## src/rtl/rv32_seq_ctrl_if.sv

```systemverilog
// ----------------------------------------------------------------------------
// rv32_seq_ctrl_if
//   Shared memory bus between the RV32 sequencer and the memory system.
//   One request at a time. A request is held until mem_ready.
//
//   Signals
//     mem_valid  request present
//     mem_instr  request is an instruction fetch
//     mem_addr   byte address
//     mem_wdata  write data
//     mem_wstrb  byte write strobes (0 = read)
//     mem_ready  memory accepts / returns data this cycle
//     mem_rdata  read data, valid with mem_ready
//
//   Modports
//     master  sequencer side (drives the request, receives the response)
//     slave   memory side
// ----------------------------------------------------------------------------
interface rv32_seq_ctrl_if;
    logic        mem_valid;
    logic        mem_instr;
    logic [31:0] mem_addr;
    logic [31:0] mem_wdata;
    logic [3:0]  mem_wstrb;
    logic        mem_ready;
    logic [31:0] mem_rdata;

    modport master (
        output mem_valid,
        output mem_instr,
        output mem_addr,
        output mem_wdata,
        output mem_wstrb,
        input  mem_ready,
        input  mem_rdata
    );

    modport slave (
        input  mem_valid,
        input  mem_instr,
        input  mem_addr,
        input  mem_wdata,
        input  mem_wstrb,
        output mem_ready,
        output mem_rdata
    );
endinterface

```

## src/rtl/rv32_seq_ctrl.sv

```systemverilog
// ----------------------------------------------------------------------------
// rv32_seq_ctrl
//   Sequencer around a combinational RV32I core. Owns the PC and the
//   instruction register. Time-shares one memory port between instruction
//   fetch and the core's single data access per instruction. Commits the PC
//   when the core reports completion and stops for good on a trap or on a
//   misaligned PC (only reset restarts it).
//
//   Parameters
//     PROGADDR_RESET  PC loaded on reset
//     TIME_DIV        csr_time advances once every TIME_DIV cycles (0 acts as 1)
//     CYCLE_INIT      reset value of csr_cycle (normally 0; a non-zero value
//                     lets the wrap of the 64-bit counter be observed quickly)
//
//   Build option
//     RV32_SEQ_COUNTERS_EN  when defined, csr_cycle/csr_time/csr_instret are
//                           real counters; when undefined they are constant 0
//                           and their registers do not exist.
//
//   Ports
//     clk, reset           clock; asynchronous active-high reset
//     bus                  memory bus (master side)
//     core_pc              current PC to the core
//     core_insn            latched instruction word
//     core_insn_valid      core_insn is being executed (EXEC state)
//     core_insn_complete   core has finished the current instruction
//     core_pc_next         PC to commit on completion
//     core_trap            core raised a trap
//     core_mem_valid/addr/wdata/wstrb  core data request
//     core_mem_ready       core data access done
//     core_mem_rdata       core data read value
//     csr_cycle/csr_time/csr_instret   64-bit counters to the core
//     halted               sequencer stopped
// ----------------------------------------------------------------------------
module rv32_seq_ctrl #(
    parameter logic [31:0] PROGADDR_RESET = 32'h0000_0000,
    parameter logic [15:0] TIME_DIV       = 16'd1,
    parameter logic [63:0] CYCLE_INIT     = 64'd0
) (
    input  logic                   clk,
    input  logic                   reset,
    rv32_seq_ctrl_if.master        bus,
    output logic [31:0]            core_pc,
    output logic [31:0]            core_insn,
    output logic                   core_insn_valid,
    input  logic                   core_insn_complete,
    input  logic [31:0]            core_pc_next,
    input  logic                   core_trap,
    input  logic                   core_mem_valid,
    input  logic [31:0]            core_mem_addr,
    input  logic [31:0]            core_mem_wdata,
    input  logic [3:0]             core_mem_wstrb,
    output logic                   core_mem_ready,
    output logic [31:0]            core_mem_rdata,
    output logic [63:0]            csr_cycle,
    output logic [63:0]            csr_time,
    output logic [63:0]            csr_instret,
    output logic                   halted
);

    typedef enum logic [1:0] {
        S_FETCH = 2'd0,
        S_EXEC  = 2'd1,
        S_HALT  = 2'd2
    } state_t;

    state_t      state_q;
    state_t      state_d;
    logic [31:0] pc_q;
    logic [31:0] insn_q;
    logic        dmem_done_q;   // data access of this instruction already finished
    logic [31:0] dmem_rdata_q;  // read data captured when the access finished early

    logic pc_misaligned;
    logic fetch_accept;
    logic data_accept;
    logic commit;

    assign pc_misaligned = |pc_q[1:0];

    // Instruction word arrives.
    assign fetch_accept = (state_q == S_FETCH) && !pc_misaligned && bus.mem_ready;

    // Data access finishes while the core still needs more cycles: remember
    // the result so the bus is released and the access is never reissued.
    assign data_accept = (state_q == S_EXEC) && !core_trap && !dmem_done_q &&
                         core_mem_valid && bus.mem_ready && !core_insn_complete;

    // A trap in the same cycle as completion wins: nothing is committed.
    assign commit = (state_q == S_EXEC) && !core_trap && core_insn_complete;

    // ------------------------------------------------------------------------
    // Next state and bus/core outputs
    // ------------------------------------------------------------------------
    always_comb begin
        // NOTE: every signal written here gets a default first, so no path
        // through the case can leave one unassigned and infer a latch.
        state_d         = state_q;
        bus.mem_valid   = 1'b0;
        bus.mem_instr   = 1'b0;
        bus.mem_addr    = 32'd0;
        bus.mem_wdata   = 32'd0;
        bus.mem_wstrb   = 4'd0;
        core_insn_valid = 1'b0;
        core_mem_ready  = 1'b0;
        core_mem_rdata  = 32'd0;

        // Outputs are gated by reset itself so the bus is quiet for the whole
        // time reset is held, not only from the first clock edge.
        if (!reset) begin
            unique case (state_q)
                S_FETCH: begin
                    if (pc_misaligned) begin
                        state_d = S_HALT;
                    end else begin
                        bus.mem_valid = 1'b1;
                        bus.mem_instr = 1'b1;
                        bus.mem_addr  = pc_q;
                        if (bus.mem_ready) begin
                            state_d = S_EXEC;
                        end
                    end
                end

                S_EXEC: begin
                    core_insn_valid = 1'b1;
                    if (core_trap) begin
                        state_d = S_HALT;
                    end else begin
                        if (core_mem_valid) begin
                            if (dmem_done_q) begin
                                core_mem_ready = 1'b1;
                                core_mem_rdata = dmem_rdata_q;
                            end else begin
                                bus.mem_valid  = 1'b1;
                                bus.mem_addr   = core_mem_addr;
                                bus.mem_wdata  = core_mem_wdata;
                                bus.mem_wstrb  = core_mem_wstrb;
                                core_mem_ready = bus.mem_ready;
                                core_mem_rdata = bus.mem_rdata;
                            end
                        end
                        if (core_insn_complete) begin
                            state_d = S_FETCH;
                        end
                    end
                end

                default: begin
                    // S_HALT: everything stays at its default until reset.
                end
            endcase
        end
    end

    // ------------------------------------------------------------------------
    // State, PC, instruction register
    // ------------------------------------------------------------------------
    always_ff @(posedge clk or posedge reset) begin
        // NOTE: registers use non-blocking assignments so each one samples the
        // values from before the edge regardless of statement order.
        if (reset) begin
            state_q     <= S_FETCH;
            pc_q        <= PROGADDR_RESET;
            insn_q      <= 32'd0;
            dmem_done_q <= 1'b0;
        end else begin
            state_q <= state_d;
            if (fetch_accept) begin
                insn_q <= bus.mem_rdata;
            end
            if (commit) begin
                pc_q        <= core_pc_next;
                dmem_done_q <= 1'b0;
            end else if (data_accept) begin
                dmem_done_q <= 1'b1;
            end
        end
    end

    // NOTE: dmem_rdata_q is a pure data register that is only looked at while
    // dmem_done_q is set, so it needs no reset.
    always_ff @(posedge clk) begin
        if (data_accept) begin
            dmem_rdata_q <= bus.mem_rdata;
        end
    end

    assign core_pc   = pc_q;
    assign core_insn = insn_q;
    assign halted    = (state_q == S_HALT);

    // ------------------------------------------------------------------------
    // Counters
    // ------------------------------------------------------------------------
`ifdef RV32_SEQ_COUNTERS_EN
    localparam logic [15:0] TIME_DIV_EFF = (TIME_DIV == 16'd0) ? 16'd1 : TIME_DIV;

    logic [63:0] cycle_q;
    logic [63:0] time_q;
    logic [63:0] instret_q;
    logic [15:0] prescale_q;

    // All counters wrap naturally at 2^64. The core reads the registered
    // values, so an instruction committing in this cycle sees the old count.
    always_ff @(posedge clk or posedge reset) begin
        if (reset) begin
            cycle_q    <= CYCLE_INIT;
            time_q     <= 64'd0;
            instret_q  <= 64'd0;
            prescale_q <= 16'd0;
        end else begin
            cycle_q <= cycle_q + 64'd1;
            if (prescale_q >= TIME_DIV_EFF - 16'd1) begin
                prescale_q <= 16'd0;
                time_q     <= time_q + 64'd1;
            end else begin
                prescale_q <= prescale_q + 16'd1;
            end
            if (commit) begin
                instret_q <= instret_q + 64'd1;
            end
        end
    end

    assign csr_cycle   = cycle_q;
    assign csr_time    = time_q;
    assign csr_instret = instret_q;
`else
    // Counters compiled out: constant zero. The parameters are still
    // referenced so both builds accept the same parameter list.
    assign csr_cycle   = CYCLE_INIT & 64'd0;
    assign csr_time    = {48'd0, TIME_DIV & 16'd0};
    assign csr_instret = 64'd0;
`endif

endmodule

```

## src/flat_wrapper.sv

```systemverilog
// flat-port wrapper written by rule: the top's interface ports become plain ports
module rv32_seq_ctrl_flat 
#(
    parameter logic [31:0] PROGADDR_RESET = 32'h0000_0000,
    parameter logic [15:0] TIME_DIV       = 16'd1,
    parameter logic [63:0] CYCLE_INIT     = 64'd0
)
  (clk, reset, core_pc, core_insn, core_insn_valid, core_insn_complete, core_pc_next, core_trap, core_mem_valid, core_mem_addr, core_mem_wdata, core_mem_wstrb, core_mem_ready, core_mem_rdata, csr_cycle, csr_time, csr_instret, halted, bus_mem_valid, bus_mem_instr, bus_mem_addr, bus_mem_wdata, bus_mem_wstrb, bus_mem_ready, bus_mem_rdata);
  rv32_seq_ctrl_if bus_i ();
  input  logic clk;
  input  logic reset;
  output logic [31:0] core_pc;
  output logic [31:0] core_insn;
  output logic core_insn_valid;
  input  logic core_insn_complete;
  input  logic [31:0] core_pc_next;
  input  logic core_trap;
  input  logic core_mem_valid;
  input  logic [31:0] core_mem_addr;
  input  logic [31:0] core_mem_wdata;
  input  logic [3:0] core_mem_wstrb;
  output logic core_mem_ready;
  output logic [31:0] core_mem_rdata;
  output logic [63:0] csr_cycle;
  output logic [63:0] csr_time;
  output logic [63:0] csr_instret;
  output logic halted;
  output wire logic [$bits(bus_i.mem_valid)-1:0] bus_mem_valid;
  output wire logic [$bits(bus_i.mem_instr)-1:0] bus_mem_instr;
  output wire logic [$bits(bus_i.mem_addr)-1:0] bus_mem_addr;
  output wire logic [$bits(bus_i.mem_wdata)-1:0] bus_mem_wdata;
  output wire logic [$bits(bus_i.mem_wstrb)-1:0] bus_mem_wstrb;
  input wire logic [$bits(bus_i.mem_ready)-1:0] bus_mem_ready;
  input wire logic [$bits(bus_i.mem_rdata)-1:0] bus_mem_rdata;
  assign bus_mem_valid = bus_i.mem_valid;
  assign bus_mem_instr = bus_i.mem_instr;
  assign bus_mem_addr = bus_i.mem_addr;
  assign bus_mem_wdata = bus_i.mem_wdata;
  assign bus_mem_wstrb = bus_i.mem_wstrb;
  assign bus_i.mem_ready = bus_mem_ready;
  assign bus_i.mem_rdata = bus_mem_rdata;
  rv32_seq_ctrl #(.PROGADDR_RESET(PROGADDR_RESET), .TIME_DIV(TIME_DIV), .CYCLE_INIT(CYCLE_INIT)) u_core (.clk(clk), .reset(reset), .bus(bus_i), .core_pc(core_pc), .core_insn(core_insn), .core_insn_valid(core_insn_valid), .core_insn_complete(core_insn_complete), .core_pc_next(core_pc_next), .core_trap(core_trap), .core_mem_valid(core_mem_valid), .core_mem_addr(core_mem_addr), .core_mem_wdata(core_mem_wdata), .core_mem_wstrb(core_mem_wstrb), .core_mem_ready(core_mem_ready), .core_mem_rdata(core_mem_rdata), .csr_cycle(csr_cycle), .csr_time(csr_time), .csr_instret(csr_instret), .halted(halted));
endmodule
```

## config.mk

```make
export PLATFORM = sky130hd
export DESIGN_NAME = rv32_seq_ctrl_flat
export DESIGN_NICKNAME = d
export VERILOG_FILES = /design/src/rtl/rv32_seq_ctrl_if.sv /design/src/rtl/rv32_seq_ctrl.sv /design/src/flat_wrapper.sv
export SDC_FILE = /design/constraint.sdc
export NUM_CORES = 1
export LEC_CHECK = 0
export BUFFER_PORTS_ARGS = -buffer_cell sky130_fd_sc_hd__buf_2
export CAP_MARGIN = 5
export CORE_AREA = 2 2 196 198
export DETAILED_ROUTE_END_ITERATION = 10
export DIE_AREA = 0 0 198 200
export GPL_ROUTABILITY_DRIVEN = 0
export PLACE_DENSITY = 0.52
export SKIP_CTS_REPAIR_TIMING = 1
export SYNTH_ARGS = -nofsm -noshare
export SYNTH_HDL_FRONTEND = slang
export SYNTH_SLANG_ARGS = --single-unit
```

## constraint.sdc

```tcl
create_clock -name clk -period 10.9 [get_ports clk]
set_input_delay 1.09 -clock clk [delete_from_list [all_inputs] [get_ports clk]]
set_output_delay 1.09 -clock clk [all_outputs]
set_load 0.01 [all_outputs]
```

* Word-level counts from Yosys, hierarchy flattened
Index checks and enable logic that the tools add are counted.
** Word-level totals
- Word-level logic and storage cells :: 70
- Input port bits :: 138
- Register bits after elaboration :: 99
** Cells by class
- Bitwise operators :: 1
- Equality and inequality tests :: 4
- Muxes and demuxes :: 43
- Reductions and logical operators :: 17
** Operator list (number)
- $mux 32 :: 15
- $pmux 32 s2 :: 1
- $mux 4 :: 5
- $mux 1 :: 16
- $logic_and 1x1->1 :: 8
- $mux 2 :: 4
- $logic_not 1->1 :: 4
- $pmux 2 s2 :: 1
- $reduce_and 4->1 :: 1
- $reduce_bool 2->1 :: 2
- $ne 3x2->1 const B :: 1
- $ne 3x3->1 const B :: 1
- $eq 2x1->1 const B :: 1
- $eq 2x2->1 const B :: 1
- $logic_not 2->1 :: 1
- $pmux 1 s2 :: 1
- $reduce_or 2->1 :: 1
- $not 1->1 :: 1

* Logic depth before layout (Yosys ltp)
Gate-level depths: netlist of the first run.
- Word-level depth :: 8
- Gate-level depth with buffers :: 5
- Mapped depth without buffers :: 3

* Worst setup path after synthesis of the first run
OpenSTA, ideal clock, no wires.
- Path kind :: input to register
- Start point :: input core_trap
- End point :: register u_core.dmem_rdata_q[0], enable pin
- Setup slack :: 6906 ps
- Arrival :: 3533 ps
- Data required time :: 10439 ps
- Library setup time :: 461 ps
- Stages on the path :: 3
- Cell sequence :: nor2_1 -> nand4_1 -> nor3_1
** Between the ends
- Cells in the longest elaborated chain, start to end :: 6
** Ends and longest elaborated chain
- from (decl) :: RTL line flat_wrapper.sv:17 : input logic core_trap;
- $logic_not 1->1 :: RTL line rv32_seq_ctrl.sv:86 : assign data_accept = (state_q == S_EXEC) && !core_trap && !dmem_done_q &&
- $logic_and 1x1->1 (3 in series) :: RTL line rv32_seq_ctrl.sv:86
- $logic_and 1x1->1 (2 in series) :: RTL line rv32_seq_ctrl.sv:87 : core_mem_valid && bus.mem_ready && !core_insn_complete;
- net u_core.data_accept :: RTL line rv32_seq_ctrl.sv:76 : logic data_accept;
- to (signal assigned) :: RTL line rv32_seq_ctrl.sv:185 : dmem_rdata_q <= bus.mem_rdata;
- to (decl) :: RTL line rv32_seq_ctrl.sv:72 : logic [31:0] dmem_rdata_q;
The timed path passes the listed nets, and every way through them passes these cells.
A chain may end at the register's enable or synchronous reset.

* Final worst setup path of the first run
- Start point :: input core_trap
- End point :: output bus_mem_addr[29]
** Between the ends
- Cells in the longest elaborated chain, start to end :: 3
** Ends and longest elaborated chain
- $mux 32 :: RTL line rv32_seq_ctrl.sv:127 : if (core_trap) begin
- $pmux 32 s2 :: RTL line rv32_seq_ctrl.sv:111 : unique case (state_q)
- $mux 32 :: RTL line rv32_seq_ctrl.sv:110 : if (!reset) begin
- to (decl) :: RTL line flat_wrapper.sv:30 : output wire logic [$bits(bus_i.mem_addr)-1:0] bus_mem_addr;
No other way between the ends.

==> flow_summary.ini, run 1 <==
[status]
status = complete, no violations

[placed_design]
numPortBuffers = 306
post_dp_cell_area_um2 = 7510
detailed_place_hpwl_um = 14500
dp_slack_ps = 6930

[sta]
setup_viol = 0
hold-worst-slack_ps = 510
finalWorstPathRequiredPeriod_ps = 3950
max_freq_ghz = 0.253
skew_ps = 7.49
relSlewSlack_pct = 20.1
worst_case_setup_margin_in_the_final_layout_ps = 6950
rsz0062_at_grt = false
timing_worst_slew_pin_value_ps = 1190
final-max-slew-violation-count = 0
final_min_period_over_clock_period_pct = 36.3
timing.final.hold_violations = 0
finalSetupTns_ps = 0

[cells_and_area]
finalInstanceArea_um2 = 7830
layout_cells_sized_above_1_pct = 48.3
final_net_count = 972
num_antenna_cells = 0
area.growth.synth_to_final_pct = 27.1

[worst_setup_path]
critical_path.endpoint_type = primary output
required_time_at_the_endpoint_of_the_critical_path_ps = 9810
critPathLaunch = core_trap
setup.worst_path.class = input pin to primary output
crit-reg2reg-launch = u_core.dmem_done_q
rrSetupSlack_ps = 8330
rr_worst_depth = 3
r2r-end = u_core.dmem_rdata_q[14]
timing.critical_path.fanout_max = 69
start_kind = input pin
critical_path.endpoint = bus_mem_addr[29]
critical_path_arrival_ps = 2860

[global_route]
grt_max_degree = 70
grt_pass1_wl_um = 24600
globalRouteTotalUtil_pct = 8.74
grt_antenna_before_repair = 3
grt_pass1_vias = 3822
overflow = 0

[job]
maxCapViolations = 0

[cts]
clock_sinks = 99
total_number_of_h_tree_levels = 3
cts_inserted_buffers = 9
cts_tree = done
worst_setup_hold_path_clk_slew_ps = 70
clk_path_buf_depth = 2
insertion_delay_ps = 360
clockRootBuffer = sky130_fd_sc_hd__clkbuf_16

[detailed_routing]
drt_pre_antenna_iters = 4
num_vias = 4381
route.detailed.vias_per_inst = 3.25
number_of_remaining_drc_errors = 0
wl_per_cell_um = 13.9
drt_wl_total_um = 18700
drt_first_iter_violations = 78
ant_nets = 0

[min_path]
worst_hold_path_type = register to register
startpoint_of_the_tightest_hold_check_path = u_core.core_insn[22]

[floorplan]
chipWidth_um = 198
core.rowCount = 71
core_area_um2 = 37400
die_area_um2 = 39600
floorplan.initialDensity_pct = 16.5
die_h_um = 200
ios = 499

[synth]
ys_seq_elements = 99
dominantRegCellSynth = sky130_fd_sc_hd__dfrtp_1
synth.distinct_cells = 30
synth.yosys.seq_area_share_pct = 42.8
share_of_synthesized_registers_carrying_an_async_set_or_reset_pct = 67.7
number_of_synthesized_flops_with_an_enable_pin = 32
syn_area_um2 = 6160
synth_cells = 538
postSynthAreaPerCell_um2 = 11.5
yosysWarningCount = 0

[power]
leakage_nw = 4.35
cellPowerDensity_nw_per_um2 = 170
vdd_drop_max_mv = 0.138
==> critical path, cell delays in order <==
cell and delay [ps]:
sky130_fd_sc_hd__buf_2 120, sky130_fd_sc_hd__or3b_2 510, sky130_fd_sc_hd__nor3_4 120, sky130_fd_sc_hd__buf_4 570, sky130_fd_sc_hd__a22o_1 260, sky130_fd_sc_hd__buf_2 130
==> cell usage after synthesis (2+ instances only) <==
master,number,area [um^2]
sky130_fd_sc_hd__a22o_1,30,263
sky130_fd_sc_hd__and2_1,38,238
sky130_fd_sc_hd__buf_12,3,60.1
sky130_fd_sc_hd__buf_2,2,10.0
sky130_fd_sc_hd__buf_4,192,1440
sky130_fd_sc_hd__clkbuf_1,19,71.3
sky130_fd_sc_hd__dfrtp_1,67,1680
sky130_fd_sc_hd__edfxtp_1,32,961
sky130_fd_sc_hd__inv_1,2,7.51
sky130_fd_sc_hd__mux2_2,35,394
sky130_fd_sc_hd__mux2_4,29,435
sky130_fd_sc_hd__mux2i_1,32,320
sky130_fd_sc_hd__nor2_1,37,139
sky130_fd_sc_hd__nor3_1,2,10.0
sky130_fd_sc_hd__or2_2,2,12.5
sky130_fd_sc_hd__or2b_1,2,15.0
==> metrics by stage <==
step / utilization, % / instances / power [mW]
6_report: 20.9 / 1350 / 1.33
5_1_grt: 20.9 / 1350 / 1.41
4_1_cts: 20.9 / 1350 / 1.35
3_5_place_dp: 20.1 / 1334 / 0.996
3_3_place_gp: 20.1 / 1334 / 0.995
2_1_floorplan: - / 729 / 0.859
==> registers in the layout, summed over array words and instances, names as in the netlist <==
| register | count |
|---|---|
| u_core.core_insn | 32 |
| u_core.core_pc | 32 |
| u_core.dmem_done_q | 1 |
| u_core.dmem_rdata_q | 32 |
| u_core.state_q | 2 |
==> layout make-up <==
type / instances / area [um^2]
multi-input combinational: 410 / 2650
sequential: 99 / 2640
clock inverter: 5 / 61.3
timing repair buffer: 312 / 1580
tap: 511 / 639
inverter: 2 / 8.76
clock buffer: 11 / 253
fill: 4104 / 29600
==> logic make-up (layout without fill, tap and decap cells) <==
family                 Yosys count  in the layout  synth area share [%]
multiplexers                    96             96                  18.7
buffers and inverters          220            330                  26.1
AO/OA/AOI/OAI                   34             34                  4.69
flip-flops                      99             99                  42.8
AND/OR/NAND/NOR                 88             88                  7.72
other                            1            192                0.0609
==> routing by layer <==
layer / share of wire [%] / track usage [%]
met1: 40 / 10.2
met5: 0.069 / 0
met4: 1.7 / 3.45
met3: 9.0 / 3.46
met2: 50 / 14.4
==> cells in the final DEF, fill, tap and decap left out, types with 2 or more instances in the layout <==
cell and n:
sky130_fd_sc_hd__nor2_1 37, sky130_fd_sc_hd__buf_2 306, sky130_fd_sc_hd__mux2_2 35, sky130_fd_sc_hd__nor3_2 2, sky130_fd_sc_hd__buf_4 6, sky130_fd_sc_hd__clkbuf_16 9
sky130_fd_sc_hd__or2_2 2, sky130_fd_sc_hd__mux2i_1 32, sky130_fd_sc_hd__and2_1 38, sky130_fd_sc_hd__dfrtp_1 66, sky130_fd_sc_hd__a22o_1 30, sky130_fd_sc_hd__conb_1 192
sky130_fd_sc_hd__mux2_4 29, sky130_fd_sc_hd__edfxtp_1 32, sky130_fd_sc_hd__clkinv_4 3, sky130_fd_sc_hd__or2b_1 2, sky130_fd_sc_hd__or3b_2 2, sky130_fd_sc_hd__clkinv_2 2
sky130_fd_sc_hd__clkbuf_8 2
==> where the power goes <==
group | total, mW | switching [mW] | internal (mW)
combinational | 0.430 | 0.212 | 0.218
sequential | 0.557 | 0.0742 | 0.483
clock | 0.343 | 0.151 | 0.191
total | 1.33 | 0.437 | 0.892
==> worst min path at each step <==
| stage | depth (start not counted) | to | slack [ps] |
|---|---|---|---|
| 6_report | 1 | u_core.core_insn[22] | 510 |
| 5_1_grt | 1 | u_core.core_insn[29] | 530 |
| 4_1_cts | 1 | u_core.core_insn[24] | 520 |
| 3_5_place_dp | 1 | u_core.core_insn[16] | 490 |
| 3_3_place_gp | 1 | u_core.core_insn[20] | 490 |
| 2_1_floorplan | 2 | u_core.state_q[0] | 540 |
No activity file was read; power rests on OpenSTA's default activity.
==> inputs of run 2 (changes only) <==
--- a/config.mk
+++ b/config.mk
@@ -7,11 +7,11 @@
 export LEC_CHECK = 0
 export BUFFER_PORTS_ARGS = -buffer_cell sky130_fd_sc_hd__buf_2
 export CAP_MARGIN = 5
-export CORE_AREA = 2 2 196 198
+export CORE_AREA = 2 2 191 193
 export DETAILED_ROUTE_END_ITERATION = 10
-export DIE_AREA = 0 0 198 200
+export DIE_AREA = 0 0 193 195
 export GPL_ROUTABILITY_DRIVEN = 0
-export PLACE_DENSITY = 0.52
+export PLACE_DENSITY = 0.53
 export SKIP_CTS_REPAIR_TIMING = 1
 export SYNTH_ARGS = -nofsm -noshare
 export SYNTH_HDL_FRONTEND = slang
==> constraint.sdc (replaced) <==
create_clock -name clk -period 4.1 [get_ports clk]
set_input_delay 0.41 -clock clk [delete_from_list [all_inputs] [get_ports clk]]
set_output_delay 0.41 -clock clk [all_outputs]
set_load 0.01 [all_outputs]
==> run 2 against run 1 <==
Compared with the run above: register-to-register slack lost 6700 ps; clock-buffer cell count shrank 1; worst hold slack lost 270 ps; highest routed layer is now met4.
==> flow_summary.ini, run 2 (synthesis results as in run 1) <==
[cells_and_area]
nFillCells = 3868
num_antenna_cells = 0
multi_input_area_um2 = 2650
finalInstanceArea_um2 = 7740
mostFrequentLayoutCell = sky130_fd_sc_hd__buf_2
layout_cells_sized_above_1_pct = 48.0
final_cell_mix = 306 x sky130_fd_sc_hd__buf_2, 192 x sky130_fd_sc_hd__conb_1, 66 x sky130_fd_sc_hd__dfrtp_1, 38 x sky130_fd_sc_hd__and2_1, 37 x sky130_fd_sc_hd__nor2_1
sequential_standard_cell_area_um2 = 2640
instances_no_fill = 1301
area.growth.synth_to_final_pct = 25.6
final_net_count = 973

[sta]
setup_viol = 0
rsz0062_at_grt = false
final_min_period_over_clock_period_pct = 73.6
timing_worst_slew_pin_value_ps = 945
finalSetupTns_ps = 0
skew_ps = 8.85
relSlewSlack_pct = 37.0
worst_case_setup_margin_in_the_final_layout_ps = 1080
final-max-slew-violation-count = 0
finalWorstPathRequiredPeriod_ps = 3020
max_freq_ghz = 0.332
timing.final.hold_violations = 0

[min_path]
worst_hold_path_type = input pin to register
worst_hold_path_stage_count = 1
startpoint_of_the_tightest_hold_check_path = bus_mem_rdata[16]
whs_endpoint = u_core.dmem_rdata_q[16]

[job]
maxCapViolations = 0

[power]
leakage_nw = 4.34
cellPowerDensity_nw_per_um2 = 442
vdd_drop_max_mv = 0.359

[detailed_routing]
ant_nets = 0
drt_first_iter_violations = 124
wl_per_cell_um = 13.8
drt_pre_antenna_iters = 4
number_of_remaining_drc_errors = 0
num_vias = 4372
route.detailed.vias_per_inst = 3.36
drt_wl_total_um = 17900

[worst_setup_path]
start_kind = register
rrSetupSlack_ps = 1640
required_time_at_the_endpoint_of_the_critical_path_ps = 3690
crit-reg2reg-launch = u_core.state_q[0]
rr_worst_depth = 4
r2r-end = u_core.core_insn[30]
critical_path_arrival_ps = 2610
timing.critical_path.fanout_max = 58
setup.worst_path.class = register to primary output
critical_path.endpoint_type = primary output

[cts]
worst_setup_hold_path_clk_slew_ps = 70
total_number_of_h_tree_levels = 3
clock_sinks = 99
insertion_delay_ps = 370
cts_inserted_buffers = 9
cts_tree = done
clk_path_buf_depth = 2
clockRootBuffer = sky130_fd_sc_hd__clkbuf_16

[global_route]
overflow = 0
globalRouteTotalUtil_pct = 9.01
grt_pass1_vias = 4074
grt_antenna_before_repair = 1
grt_pass1_wl_um = 24700
grt_max_degree = 59

[status]
status = complete, no violations

[floorplan]
die_area_um2 = 37600
floorplan.initialDensity_pct = 17.4
core_area_um2 = 35400
ios = 499
core.rowCount = 69
chipWidth_um = 193
die_h_um = 195

[placed_design]
place.detailed.instances = 1285
dp_slack_ps = 1370
detailed_place_hpwl_um = 13800
post_dp_cell_area_um2 = 7470
numPortBuffers = 306
-- run 2: cell types whose count changed in the layout (fill, tap and decap cells not counted) --
cell	change
sky130_fd_sc_hd__clkbuf_1	+1
sky130_fd_sc_hd__buf_12	+1
sky130_fd_sc_hd__inv_6	+3
sky130_fd_sc_hd__clkinv_4	-3
sky130_fd_sc_hd__clkinv_1	+2
sky130_fd_sc_hd__clkbuf_8	-2
sky130_fd_sc_hd__bufinv_16	-1
-- run 2: worst max-delay path by stage --
stage / startpoint / endpoint / slack, ps / depth (start not counted)
floorplan: u_core.dmem_done_q / u_core.dmem_rdata_q[0] / 470 / 3
global placement: core_trap / bus_mem_addr[21] / 1390 / 6
detailed placement: core_trap / bus_mem_addr[21] / 1370 / 6
CTS: u_core.state_q[1] / bus_mem_addr[21] / 1020 / 5
global route: u_core.state_q[1] / bus_mem_addr[21] / 900 / 5
finish: u_core.state_q[1] / bus_mem_addr[21] / 1080 / 5
-- run 2: cell type report --
type                            count  area share (%)
Multi-Input combinational cell    410            34.3
Clock buffer                       10            2.96
Sequential cell                    99            34.1
Inverter                            2           0.113
Timing Repair Buffer              313            20.6
Clock inverter                      6           0.501
Tap cell                          461            7.45
-- run 2: per-layer routing --
layer  up-vias  track usage [%]  routed length (um)
met4         0             3.54                 261
met5         -                0                   0
li1       2026                -                   -
met1      2082             10.2                6900
met2       253             15.3                8970
met3        11             3.18                1770
-- run 2: worst max-delay path, cell delays in order, from the launching register on --
cell and delay, ps:
sky130_fd_sc_hd__dfrtp_1 470, sky130_fd_sc_hd__or3b_2 510, sky130_fd_sc_hd__nor3_4 560, sky130_fd_sc_hd__buf_12 290
sky130_fd_sc_hd__a22o_1 210, sky130_fd_sc_hd__buf_2 140
-- run 2: power breakdown --
| group | leakage, nW | total, mW | internal, mW | switching (mW) |
|---|---|---|---|---|
| clock | 0.133 | 0.816 | 0.414 | 0.403 |
| sequential | 1.12 | 1.48 | 1.28 | 0.191 |
| combinational | 3.08 | 1.13 | 0.579 | 0.551 |
-- run 2: per-stage QoR --
stage          hold WS, ps  power (mW)  utilization (%)
3_5_place_dp           486        2.63             21.1
3_3_place_gp           487        2.62             21.1
4_1_cts                216        3.49             21.9
5_1_grt                226        3.63             21.9
6_report               243        3.42             21.9
2_1_floorplan          509        2.28                -
